$ cat src/rtl/layer_desc_dispatcher.sv
// Walks a table of 7-word layer descriptors in SRAM, issuing one layer at a time to the
// layer decoder and waiting for the datapath to finish each one before fetching the next.
module layer_desc_dispatcher #(
    parameter int ADDR_W = 16
) (
    input  logic              clk,
    input  logic              rst_n,
    input  logic              start_i,
    input  logic [ADDR_W-1:0] desc_base_i,
    input  logic [5:0]        num_layers_i,
    output logic              desc_rd_en_o,
    output logic [ADDR_W-1:0] desc_addr_o,
    input  logic [31:0]       desc_rdata_i,
    input  logic              layer_done_i,
    output logic              uLD_en_o,
    output logic [5:0]        layer_id_o,
    output logic [1:0]        layer_type_o,
    output logic [7:0]        in_R_o,
    output logic [7:0]        in_C_o,
    output logic [10:0]       in_D_o,
    output logic [10:0]       out_K_o,
    output logic [1:0]        stride_o,
    output logic [1:0]        pad_T_o,
    output logic [1:0]        pad_B_o,
    output logic [1:0]        pad_L_o,
    output logic [1:0]        pad_R_o,
    output logic [3:0]        flags_o,
    output logic [7:0]        quant_scale_o,
    output logic [31:0]       base_ifmap_o,
    output logic [31:0]       base_weight_o,
    output logic [31:0]       base_bias_o,
    output logic [31:0]       base_ofmap_o,
    output logic [5:0]        cur_layer_o,
    output logic              busy_o,
    output logic              done_o
);

    typedef enum logic [2:0] {
        S_IDLE,
        S_FETCH,
        S_ISSUE,
        S_WAIT_DONE,
        S_FIN
    } state_t;

    typedef struct packed {
        logic [5:0]  layer_id;
        logic [1:0]  layer_type;
        logic [7:0]  in_r;
        logic [7:0]  in_c;
        logic [10:0] in_d;
        logic [10:0] out_k;
        logic [1:0]  stride;
        logic [1:0]  pad_t;
        logic [1:0]  pad_b;
        logic [1:0]  pad_l;
        logic [1:0]  pad_r;
        logic [3:0]  flags;
        logic [7:0]  quant_scale;
        logic [31:0] base_ifmap;
        logic [31:0] base_weight;
        logic [31:0] base_bias;
        logic [31:0] base_ofmap;
    } desc_t;

    state_t            state, state_nxt;
    logic [ADDR_W-1:0] desc_ptr;
    logic [5:0]        num;
    logic [5:0]        idx;
    logic [3:0]        wcnt;
    logic [2:0]        cap_idx;
    logic              cap_en;
    logic              fetch_last;
    logic              last_layer;
    desc_t             shadow;
    desc_t             fields;

    // wcnt 0..6 issue reads, 1..7 capture the word read the cycle before, 8 hands off to ISSUE
    assign fetch_last = (state == S_FETCH) && (wcnt == 4'd8);
    assign cap_en     = (state == S_FETCH) && (wcnt != 4'd0) && (wcnt <= 4'd7);
    assign cap_idx    = 3'(wcnt - 4'd1);
    assign last_layer = (({1'b0, idx} + 7'd1) == {1'b0, num});

    always_ff @(posedge clk or negedge rst_n) begin
        if (!rst_n) state <= S_IDLE;
        else        state <= state_nxt;
    end

    always_comb begin
        state_nxt = state;
        case (state)
            S_IDLE:      if (start_i) state_nxt = (num_layers_i == 6'd0) ? S_FIN : S_FETCH;
            S_FETCH:     if (fetch_last) state_nxt = S_ISSUE;
            S_ISSUE:     state_nxt = S_WAIT_DONE;
            S_WAIT_DONE: if (layer_done_i) state_nxt = last_layer ? S_FIN : S_FETCH;
            S_FIN:       state_nxt = S_IDLE;
            default:     state_nxt = S_IDLE;
        endcase
    end

    always_ff @(posedge clk or negedge rst_n) begin
        if (!rst_n) begin
            desc_ptr <= '0;
            num      <= '0;
            idx      <= '0;
            wcnt     <= '0;
            shadow   <= '0;
            fields   <= '0;
        end else begin
            case (state)
                S_IDLE: if (start_i) begin
                    desc_ptr <= desc_base_i;
                    num      <= num_layers_i;
                    idx      <= '0;
                    wcnt     <= '0;
                end
                S_FETCH: begin
                    wcnt <= wcnt + 4'd1;
                    if (fetch_last) fields <= shadow;
                end
                S_WAIT_DONE: if (layer_done_i && !last_layer) begin
                    idx      <= idx + 6'd1;
                    desc_ptr <= desc_ptr + ADDR_W'(3'd7);
                    wcnt     <= '0;
                end
                default: ;
            endcase

            // Only the architected fields are kept; reserved bits are dropped on capture
            if (cap_en) begin
                case (cap_idx)
                    3'd0: begin
                        shadow.layer_id   <= desc_rdata_i[5:0];
                        shadow.layer_type <= desc_rdata_i[7:6];
                        shadow.in_r       <= desc_rdata_i[15:8];
                        shadow.in_c       <= desc_rdata_i[23:16];
                        shadow.pad_t      <= desc_rdata_i[25:24];
                        shadow.pad_b      <= desc_rdata_i[27:26];
                        shadow.pad_l      <= desc_rdata_i[29:28];
                        shadow.pad_r      <= desc_rdata_i[31:30];
                    end
                    3'd1: begin
                        shadow.in_d   <= desc_rdata_i[10:0];
                        shadow.out_k  <= desc_rdata_i[21:11];
                        shadow.stride <= desc_rdata_i[23:22];
                        shadow.flags  <= desc_rdata_i[27:24];
                    end
                    3'd2:    shadow.quant_scale <= desc_rdata_i[7:0];
                    3'd3:    shadow.base_ifmap  <= desc_rdata_i;
                    3'd4:    shadow.base_weight <= desc_rdata_i;
                    3'd5:    shadow.base_bias   <= desc_rdata_i;
                    default: shadow.base_ofmap  <= desc_rdata_i;
                endcase
            end
        end
    end

    assign desc_rd_en_o = (state == S_FETCH) && (wcnt < 4'd7);
    assign desc_addr_o  = desc_rd_en_o ? (desc_ptr + ADDR_W'(wcnt)) : '0;
    assign uLD_en_o     = (state == S_ISSUE);
    assign busy_o       = (state != S_IDLE);
    assign done_o       = (state == S_FIN);
    assign cur_layer_o  = idx;

    assign layer_id_o    = fields.layer_id;
    assign layer_type_o  = fields.layer_type;
    assign in_R_o        = fields.in_r;
    assign in_C_o        = fields.in_c;
    assign in_D_o        = fields.in_d;
    assign out_K_o       = fields.out_k;
    assign stride_o      = fields.stride;
    assign pad_T_o       = fields.pad_t;
    assign pad_B_o       = fields.pad_b;
    assign pad_L_o       = fields.pad_l;
    assign pad_R_o       = fields.pad_r;
    assign flags_o       = fields.flags;
    assign quant_scale_o = fields.quant_scale;
    assign base_ifmap_o  = fields.base_ifmap;
    assign base_weight_o = fields.base_weight;
    assign base_bias_o   = fields.base_bias;
    assign base_ofmap_o  = fields.base_ofmap;

endmodule
$ cat config.mk
export PLATFORM = sky130hd
export DESIGN_NAME = layer_desc_dispatcher
export DESIGN_NICKNAME = d
export VERILOG_FILES = /design/src/rtl/layer_desc_dispatcher.sv
export SDC_FILE = /design/constraint.sdc
export NUM_CORES = 1
export LEC_CHECK = 0
export BUFFER_PORTS_ARGS = -buffer_cell sky130_fd_sc_hd__buf_2
export CAP_MARGIN = 30
export CORE_ASPECT_RATIO = 1.4
export CORE_MARGIN = 1.5
export CORE_UTILIZATION = 33
export CTS_CLUSTER_SIZE = 20
export DETAILED_ROUTE_END_ITERATION = 7
export PLACE_DENSITY = 0.54
export SETUP_SLACK_MARGIN = 0.5
export SLEW_MARGIN = 20
export SYNTH_ARGS = -nofsm -noshare
export SYNTH_HDL_FRONTEND = slang
export SYNTH_SLANG_ARGS = --single-unit
$ cat constraint.sdc
create_clock -name clk -period 2.05 [get_ports clk]
set_clock_uncertainty 0.05 [all_clocks]
set_input_delay 0.1025 -clock clk [delete_from_list [all_inputs] [get_ports clk]]
set_output_delay 0.1025 -clock clk [all_outputs]
set_load 0.01 [all_outputs]
==> results of run 1 <==
## critical path: stages, from the launching register on
cell and delay, ns:
sky130_fd_sc_hd__dfrtp_2 0.42, sky130_fd_sc_hd__ha_4 0.17, sky130_fd_sc_hd__fa_2 0.33, sky130_fd_sc_hd__a21o_1 0.17
sky130_fd_sc_hd__a21oi_2 0.15, sky130_fd_sc_hd__or2_4 0.19, sky130_fd_sc_hd__nor3_2 0.06, sky130_fd_sc_hd__xnor2_1 0.12
sky130_fd_sc_hd__nor2_1 0.09, sky130_fd_sc_hd__buf_2 0.13
## logic make-up (layout without fill, tap and decap cells)
family	count (synthesis)	in the layout
XOR/XNOR	20	20
buffers and inverters	74	647
AND/OR/NAND/NOR	125	131
multiplexers	400	400
AO/OA/AOI/OAI	94	94
adder cells (fa/ha/maj)	13	13
flip-flops	427	427
## placed cells by master, fill, tap and decap left out, drive strengths merged, types with 2 or more instances in the layout
cell type,n
a211o,3
a211oi,2
a21o,3
a21oi,17
a22o,3
a311o,2
a31oi,2
and2,3
and3,6
buf,493
bufinv,3
clkbuf,64
clkinv,11
clkinvlp,2
dfrtp,427
dlygate4sd3,58
ha,12
inv,16
mux2,399
nand2,31
nand2b,4
nand3,13
nand4,2
nor2,33
nor2b,5
nor3,14
nor3b,7
nor4,2
o211a,13
o21ai,31
o22ai,7
o31ai,2
o32ai,2
or2,7
or3,2
xnor2,15
xor2,4
## power groups by stage
stage,clock [mW],combinational (mW),sequential (mW)
floorplan,0,8.85,15.4
global placement,0,15.1,15.0
detailed placement,0,15.3,15.1
CTS,8.54,20.6,15.0
global route,8.87,23.4,15.6
finish,8.27,22.0,15.1
## metrics by stage
| step | setup WS [ns] | total power, mW | setup TNS (ns) | area (um2) | hold WS, ns |
|---|---|---|---|---|---|
| floorplan | 0.0350 | 24.2 | 0 | 17500 | -0.243 |
| global placement | -0.0195 | 30.0 | -0.0345 | 20300 | 0.0432 |
| detailed placement | -0.0474 | 30.4 | -0.460 | 20300 | 0.0453 |
| CTS | -0.573 | 44.1 | -87.13 | 25300 | 0.00868 |
| global route | -0.692 | 47.8 | -162.01 | 26000 | 0.0430 |
| finish | -0.508 | 45.3 | -129.90 | 26000 | 0.0278 |
## worst paths after layout
path | start | end | depth (start not counted)
max | wcnt[0]$_DFFE_PN0P_ | desc_addr_o[14] | 9
min reg2reg | shadow[37]$_DFFE_PN0P_ | base_bias_o[5]$_DFFE_PN0P_ | 1
min | rst_n | base_ofmap_o[13]$_DFFE_PN0P_ | 2
max in group asynchronous | rst_n | base_bias_o[14]$_DFFE_PN0P_ | 3
min in group clk | num_layers_i[3] | num[3]$_DFFE_PN0P_ | 3
max reg2reg | wcnt[1]$_DFFE_PN0P_ | shadow[30]$_DFFE_PN0P_ | 13
## layer usage
metal  wire length (um)  track usage [%]
met1              21400             23.8
met4               1330             5.99
met3               2430             3.89
met5                  0                0
met2              27900             35.6
## state kept, by name (all words and copies together), names as in the netlist, 3 cells and up
register       cells
wcnt               4
quant_scale_o      8
base_weight_o     32
layer_id_o         6
out_K_o           11
flags_o            4
desc_ptr          16
base_bias_o       32
num                6
base_ifmap_o      32
shadow           196
state              3
cur_layer_o        6
in_R_o             8
in_C_o             8
in_D_o            11
base_ofmap_o      32
## layout make-up
| class | count | area (um2) | share of cell area (%) |
|---|---|---|---|
| clock buffers | 63 | 1290 | 4.97 |
| multi-input cells | 658 | 7370 | 28.4 |
| flip-flops and latches | 427 | 10700 | 41.2 |
| repair buffers | 552 | 5550 | 21.3 |
| clock inverters | 17 | 201 | 0.775 |
| inverters | 15 | 66.3 | 0.255 |
| well taps | 650 | 813 | 3.13 |
## what timing repair did
action / 4_1_cts / 5_1_grt
hold buffers: 58 / 0
setup buffers: 73 / 15
pin swaps: 55 / 34
setup endpoints to repair: 447 / 447
cloned: 51 / 1
gates resized for setup: 225 / 120
endpoints found under the hold margin: 587 / 0
==> qor.json, run 1 <==
{
  "cts_max_path_buffers": {"value": 3},
  "gr-usage-all-layers": {"value": 19.8, "unit": "%"},
  "timing.critical_path.fanout_max": {"value": 5},
  "total_switching_power": {"value": 15.1, "unit": "mW"},
  "syn-cell-area": {"value": 17200, "unit": "um2"},
  "synthCells": {"value": 1153},
  "sequentialPowerShare": {"value": 33.3, "unit": "%"},
  "drt_drc_violations_left": {"value": 0},
  "cellPowerDensity": {"value": 1740, "unit": "nW/um2"},
  "syn2layout_area_growth": {"value": 50.9, "unit": "%"},
  "detailedRoute.firstPassIterationCount": {"value": 5},
  "antenna_found_initial": {"value": 0},
  "post_route_clock_period_utilization": {"value": 125, "unit": "%"},
  "total_number_of_h_tree_levels": {"value": 2},
  "swShare": {"value": 33.4, "unit": "%"},
  "synth_area_per_cell": {"value": 14.9, "unit": "um2"},
  "detailed_route_via_count": {"value": 11700},
  "clock_insertion_delay_worst_skew": {"value": 0.58, "unit": "ns"},
  "start_util": {"value": 33.6, "unit": "%"},
  "die-area": {"value": 53600, "unit": "um2"},
  "core_region_area": {"value": 51300, "unit": "um2"},
  "dominant_register_cell_in_the_synthesized_netlist": {"value": "sky130_fd_sc_hd__dfrtp_1"},
  "detailedPlacementHpwl": {"value": 29500, "unit": "um"},
  "worst-setup-path-type": {"value": "flop to output port"},
  "fraction_of_final_layout_cells_with_drive_strength_greater_than_1": {"value": 61.8, "unit": "%"},
  "remaining_antenna_violation_count_after_routing": {"value": 0},
  "yosys_warnings": {"value": 0},
  "routed_via_density": {"value": 4.91},
  "layout.filler_cells": {"value": 4381},
  "part_of_the_total_power_dissipated_in_the_clock_network": {"value": 18.3, "unit": "%"},
  "finish.net_count": {"value": 1769},
  "io_pins": {"value": 280},
  "yosys.area.top_type": {"value": "sky130_fd_sc_hd__dfrtp_1"},
  "ff2ff_setup_slack": {"value": -0.44, "unit": "ns"},
  "cts_tree": {"value": "done"},
  "synthSimpleGateAreaFrac": {"value": 3.65, "unit": "%"},
  "post-route-min-period": {"value": 2.56, "unit": "ns"},
  "holdCritPathClass": {"value": "primary input to asynchronous set/reset pin"},
  "grt_first_pass_wirelength": {"value": 79500, "unit": "um"},
  "wire_per_inst": {"value": 22.3, "unit": "um"},
  "synth-seq-cells": {"value": 427},
  "vdd.ir_drop.worst": {"value": 1.42, "unit": "mV"},
  "drt_wl_total": {"value": 53100, "unit": "um"},
  "setup_ws": {"value": -0.508, "unit": "ns"},
  "rsz_0062_raised_after_global_routing": {"value": "true"},
  "endpoint_kind": {"value": "output port"},
  "row_count": {"value": 98},
  "synth_sequential_area_ratio": {"value": 62.0, "unit": "%"},
  "drt-initial-drc-count": {"value": 325},
  "die_y": {"value": 273, "unit": "um"},
  "synth_xor_area_share": {"value": 1.10, "unit": "%"},
  "critical_path.startpoint_type": {"value": "flop"},
  "clockRootBuffer": {"value": "sky130_fd_sc_hd__clkbuf_16"},
  "yosys.cell_count.top_type": {"value": "sky130_fd_sc_hd__dfrtp_1"},
  "max_cap_viol_count": {"value": 0},
  "p_int": {"value": 30.2, "unit": "mW"},
  "worst_slew_pin_slew": {"value": 0.565, "unit": "ns"},
  "die_x": {"value": 196, "unit": "um"},
  "report.final.setup_viol": {"value": 430},
  "place_inst": {"value": 2104},
  "violations": {"value": "setup timing"},
  "timing_max_transition_violations_final": {"value": 0},
  "synth_nets": {"value": 1224},
  "slew_headroom": {"value": 62.4, "unit": "%"},
  "critical_path_arrival": {"value": 2.41, "unit": "ns"},
  "clock_sinks": {"value": 427},
  "synth.mux.area_fraction": {"value": 26.1, "unit": "%"},
  "synthDistinctLibCells": {"value": 56},
  "main_combinational_cell_family_by_area_after_synthesis": {"value": "multiplexers"},
  "async_reset_ff_share": {"value": 100, "unit": "%"},
  "final_cells": {"value": 2382},
  "synth-compound-area-share": {"value": 3.81, "unit": "%"},
  "gp_congestion": {"value": 0.813},
  "post-route-util": {"value": 50.7, "unit": "%"},
  "netlist_top_cells_count": {"value": "sky130_fd_sc_hd__dfrtp_1 (427), sky130_fd_sc_hd__mux2_2 (396), sky130_fd_sc_hd__buf_2 (33)"},
  "leakage": {"value": 12.5, "unit": "nW"},
  "diodes": {"value": 0},
  "pwr-share-comb": {"value": 48.5, "unit": "%"},
  "timing_hold_violations_final": {"value": 0},
  "achievable-frequency": {"value": 0.391, "unit": "GHz"},
  "netlist_top_cells_area": {"value": "sky130_fd_sc_hd__dfrtp_1 (62%), sky130_fd_sc_hd__mux2_2 (26%), sky130_fd_sc_hd__buf_2 (0.96%)"},
  "cts.clk_slew.worst_paths": {"value": 0.06, "unit": "ns"},
  "synth_edf_count": {"value": 0},
  "cts-buffers-inserted": {"value": 44},
  "overflow": {"value": 0},
  "pin_count_of_the_biggest_net_entering_global_routing": {"value": 58},
  "synth_top_area_share": {"value": 62.0, "unit": "%"},
  "first_global_vias": {"value": 12400},
  "cp_data_required_time": {"value": 1.90, "unit": "ns"},
  "status": {"value": "finished, violations left"},
  "synth-adder-area-share": {"value": 0.988, "unit": "%"},
  "io_buffers": {"value": 279}
}
(Power assumes the default switching activity.)
==> run 2, diff against run 1 <==
--- a/config.mk
+++ b/config.mk
@@ -7,7 +7,7 @@
 export LEC_CHECK = 0
 export BUFFER_PORTS_ARGS = -buffer_cell sky130_fd_sc_hd__buf_2
 export CAP_MARGIN = 30
-export CORE_ASPECT_RATIO = 1.4
+export CORE_ASPECT_RATIO = 0.75
 export CORE_MARGIN = 1.5
 export CORE_UTILIZATION = 33
 export CTS_CLUSTER_SIZE = 20
==> run 2 against run 1 <==
Against the previous run:
- the flow finishes with violations (hold timing, setup timing)
- via count decreased by 1.3%
- non-clock buffer count decreased by 41
- utilization decreased by 1.4 points
- first-iteration DRC count increased by 74%
- maximum frequency decreased by 2.1%
- global-route usage decreased by 0.60 points
==> qor.json, run 2 (synthesis gave the netlist of run 1 again) <==
{
  "cts_tree": {"value": "done"},
  "die_y": {"value": 201, "unit": "um", "change": "-27%"},
  "pin_count_of_the_biggest_net_entering_global_routing": {"value": 89, "change": "+53%"},
  "top_cell_family_by_delay_on_the_critical_path": {"value": "adder cells"},
  "route.met3.wl": {"value": 2490, "unit": "um", "change": "+2.5%"},
  "holdCritPathClass": {"value": "primary input to asynchronous set/reset pin"},
  "syn2layout_area_growth": {"value": 47.6, "unit": "%"},
  "regToRegEndpoint": {"value": "layer_id_o[2]$_DFFE_PN0P_"},
  "clockRootBuffer": {"value": "sky130_fd_sc_hd__clkbuf_16"},
  "post_route_clock_period_utilization": {"value": 127, "unit": "%", "change": "+2.6 points"},
  "gp_congestion": {"value": 0.845, "change": "+4.0%"},
  "row_count": {"value": 72, "change": "-27%"},
  "drt_drc_violations_left": {"value": 0, "change": "unchanged"},
  "detailed_route_via_count": {"value": 11500, "change": "-1.3%"},
  "hold-worst-slack": {"value": -0.00599, "unit": "ns", "change": "-0.0338 ns"},
  "critical_path_arrival": {"value": 2.46, "unit": "ns", "change": "+0.05 ns"},
  "leakage": {"value": 12.1, "unit": "nW", "change": "-3.2%"},
  "overflow": {"value": 0, "change": "unchanged"},
  "ff2ff_setup_slack": {"value": -0.41, "unit": "ns", "change": "+0.03 ns"},
  "io_buffers": {"value": 279, "change": "unchanged"},
  "timing_hold_violations_final": {"value": 1, "change": "+1"},
  "post-route-min-period": {"value": 2.61, "unit": "ns", "change": "+0.0542 ns"},
  "timing.reg2reg.worst_path_depth": {"value": 14, "change": "+1"},
  "finish.net_count": {"value": 1729, "change": "-2.3%"},
  "post-route-util": {"value": 49.3, "unit": "%", "change": "-1.4 points"},
  "antenna_found_initial": {"value": 0, "change": "unchanged"},
  "first_global_vias": {"value": 12300, "change": "-1.1%"},
  "worstReg2RegStart": {"value": "wcnt[1]$_DFFE_PN0P_"},
  "regMostFlops": {"value": "shadow"},
  "timing.critical_path.fanout_max": {"value": 5, "change": "unchanged"},
  "critical_path.cell_chain": {"value": "ha_4 > fa_2 > a21o_1 > a21oi_2 > or2_4 > nor3_2 > xnor2_1 > nor2_1 > buf_2"},
  "grt_first_pass_wirelength": {"value": 78000, "unit": "um", "change": "-1.9%"},
  "worst_path_buffer_plus_inverter_count": {"value": 1, "change": "unchanged"},
  "cp.depth": {"value": 9, "change": "unchanged"},
  "maxUsedRoutingLayer": {"value": "met4"},
  "wire_per_inst": {"value": 21.5, "unit": "um", "change": "-3.5%"},
  "status": {"value": "finished, violations left"},
  "layout_commonest_cell": {"value": "sky130_fd_sc_hd__dfrtp_1"},
  "critical_path.startpoint_type": {"value": "flop"},
  "cp_data_required_time": {"value": 1.90, "unit": "ns", "change": "about the same"},
  "setup_ws": {"value": -0.562, "unit": "ns", "change": "-0.0542 ns"},
  "gr-usage-all-layers": {"value": 19.2, "unit": "%", "change": "-0.60 points"},
  "power": {"value": 45.0, "unit": "mW", "change": "-0.59%"},
  "remaining_antenna_violation_count_after_routing": {"value": 0, "change": "unchanged"},
  "fraction_of_final_layout_cells_with_drive_strength_greater_than_1": {"value": 61.4, "unit": "%", "change": "-0.42 points"},
  "io_pins": {"value": 280, "change": "unchanged"},
  "achievable-frequency": {"value": 0.383, "unit": "GHz", "change": "-2.1%"},
  "routed_via_density": {"value": 4.81, "change": "-2.0%"},
  "cts-buffers-inserted": {"value": 45, "change": "+2.3%"},
  "clock_insertion_delay_worst_skew": {"value": 0.57, "unit": "ns", "change": "about the same"},
  "cellPowerDensity": {"value": 1770, "unit": "nW/um2", "change": "+1.6%"},
  "setup_tns": {"value": -120.67, "unit": "ns", "change": "+9.23 ns"},
  "met2_wirelength": {"value": 23900, "unit": "um", "change": "-14%"},
  "endpoint_kind": {"value": "output port"},
  "layout.cells.most_common_list": {"value": "sky130_fd_sc_hd__dfrtp_1 (420), sky130_fd_sc_hd__mux2_2 (280), sky130_fd_sc_hd__buf_2 (272)"},
  "drt-initial-drc-count": {"value": 565, "change": "+74%"},
  "wirelength_met1": {"value": 24300, "unit": "um", "change": "+13%"},
  "drt_wl_total": {"value": 51600, "unit": "um", "change": "-2.9%"},
  "detailedPlacementHpwl": {"value": 28400, "unit": "um", "change": "-3.8%"},
  "die-area": {"value": 53600, "unit": "um2", "change": "about the same"},
  "core_region_area": {"value": 51500, "unit": "um2", "change": "+0.54%"},
  "max_cap_viol_count": {"value": 0, "change": "unchanged"},
  "crit_start": {"value": "wcnt[0]$_DFFE_PN0P_"},
  "worst_slew_pin_slew": {"value": 0.479, "unit": "ns", "change": "-0.0856 ns"},
  "timing_max_transition_violations_final": {"value": 0, "change": "unchanged"},
  "detailedRoute.firstPassIterationCount": {"value": 4, "change": "-1"},
  "critical_path_destination": {"value": "desc_addr_o[12]"},
  "clock_sinks": {"value": 427, "change": "unchanged"},
  "worst-setup-path-type": {"value": "flop to output port"},
  "rsz_0062_raised_after_global_routing": {"value": "true"},
  "diodes": {"value": 0, "change": "unchanged"},
  "cts.clk_slew.worst_paths": {"value": 0.06, "unit": "ns", "change": "about the same"},
  "violations": {"value": "hold timing, setup timing"},
  "total_number_of_h_tree_levels": {"value": 2, "change": "unchanged"},
  "cts_max_path_buffers": {"value": 3, "change": "unchanged"},
  "critPathSlowestCell": {"value": "sky130_fd_sc_hd__dfrtp_2"},
  "vdd.ir_drop.worst": {"value": 0.697, "unit": "mV", "change": "-51%"},
  "largest_reg_flops": {"value": 196, "change": "unchanged"},
  "critPathMaxStageDelay": {"value": 0.42, "unit": "ns", "change": "about the same"},
  "start_util": {"value": 33.4, "unit": "%", "change": "-0.18 points"},
  "die_x": {"value": 267, "unit": "um", "change": "+36%"},
  "slew_headroom": {"value": 68.1, "unit": "%", "change": "+5.7 points"},
  "report.final.setup_viol": {"value": 426, "change": "-0.93%"}
}
[run 2: changes by cell type in the layout (fill, tap and decap cells not counted), sizes merged]
| cell | delta |
|---|---|
| clkbuf | -2 |
| buf | -42 |
| dlygate4sd3 | -1 |
| bufinv | +5 |
| clkinv | +2 |
| inv | +1 |
[run 2: final cells by class]
type | count | area [um2]
Multi-Input combinational cell | 658 | 7300
Clock buffer | 59 | 1290
Timing Repair Buffer | 511 | 4860
Sequential cell | 427 | 10700
Inverter | 15 | 61.3
Clock inverter | 25 | 344
Tap cell | 703 | 880
Fill cell | 4520 | 26100
[run 2: timing repair]
item                                    in CTS  in global routing
pin swaps                                   30                 32
resized for setup                          222                 85
endpoints found under the setup margin     447                447
hold buffers                                57                  0
hold endpoints to repair                   648                  0
cloned                                      45                  3
buffers inserted                            52                 17
[run 2: metrics by stage]
stage / instance area, um2 / std cells / worst slack, ns
after detailed placement: 20200 / 2140 / -0.0662
after floorplan: 17500 / 1153 / 0.0350
final: 25400 / 2398 / -0.562
after global routing: 25400 / 2398 / -0.660
after global placement: 20200 / 2140 / -0.0555
after CTS: 24800 / 2378 / -0.595
[run 2: worst register-to-register path, stage by stage, from the launching register on]
cell and delay, ns:
sky130_fd_sc_hd__dfrtp_2 0.45, sky130_fd_sc_hd__buf_6 0.13, sky130_fd_sc_hd__buf_6 0.10, sky130_fd_sc_hd__buf_6 0.10
sky130_fd_sc_hd__buf_6 0.11, sky130_fd_sc_hd__inv_6 0.05, sky130_fd_sc_hd__ha_4 0.17, sky130_fd_sc_hd__nand2_4 0.06
sky130_fd_sc_hd__nor2_4 0.14, sky130_fd_sc_hd__buf_6 0.13, sky130_fd_sc_hd__buf_12 0.10, sky130_fd_sc_hd__nand2_8 0.11
sky130_fd_sc_hd__buf_12 0.19, sky130_fd_sc_hd__buf_16 0.15, sky130_fd_sc_hd__mux2_2 0.29
[run 2: worst min-delay path by stage]
| stage | slack (ns) | endpoint | startpoint |
|---|---|---|---|
| finish | -0.006 | base_bias_o[22]$_DFFE_PN0P_ | rst_n |
| global route | 0.006 | base_bias_o[22]$_DFFE_PN0P_ | rst_n |
| CTS | 0.009 | base_bias_o[22]$_DFFE_PN0P_ | rst_n |
| detailed placement | 0.01 | base_bias_o[22]$_DFFE_PN0P_ | rst_n |
| global placement | 0.01 | base_bias_o[22]$_DFFE_PN0P_ | rst_n |
| floorplan | -0.24 | base_bias_o[0]$_DFFE_PN0P_ | rst_n |
[run 2: power by group]
group          internal (mW)  switching, mW  leakage, nW
logic                   12.0           9.02         6.18
clock network           5.47           3.54        0.810
registers               12.7           2.33         5.12
total                   30.1           14.9         12.1
[run 2: routing by layer]
layer,track usage (%),vias up
met2,30.1,254
met1,27.0,6054
met5,0,-
met3,4.16,67
li1,-,5153
met4,4.46,0
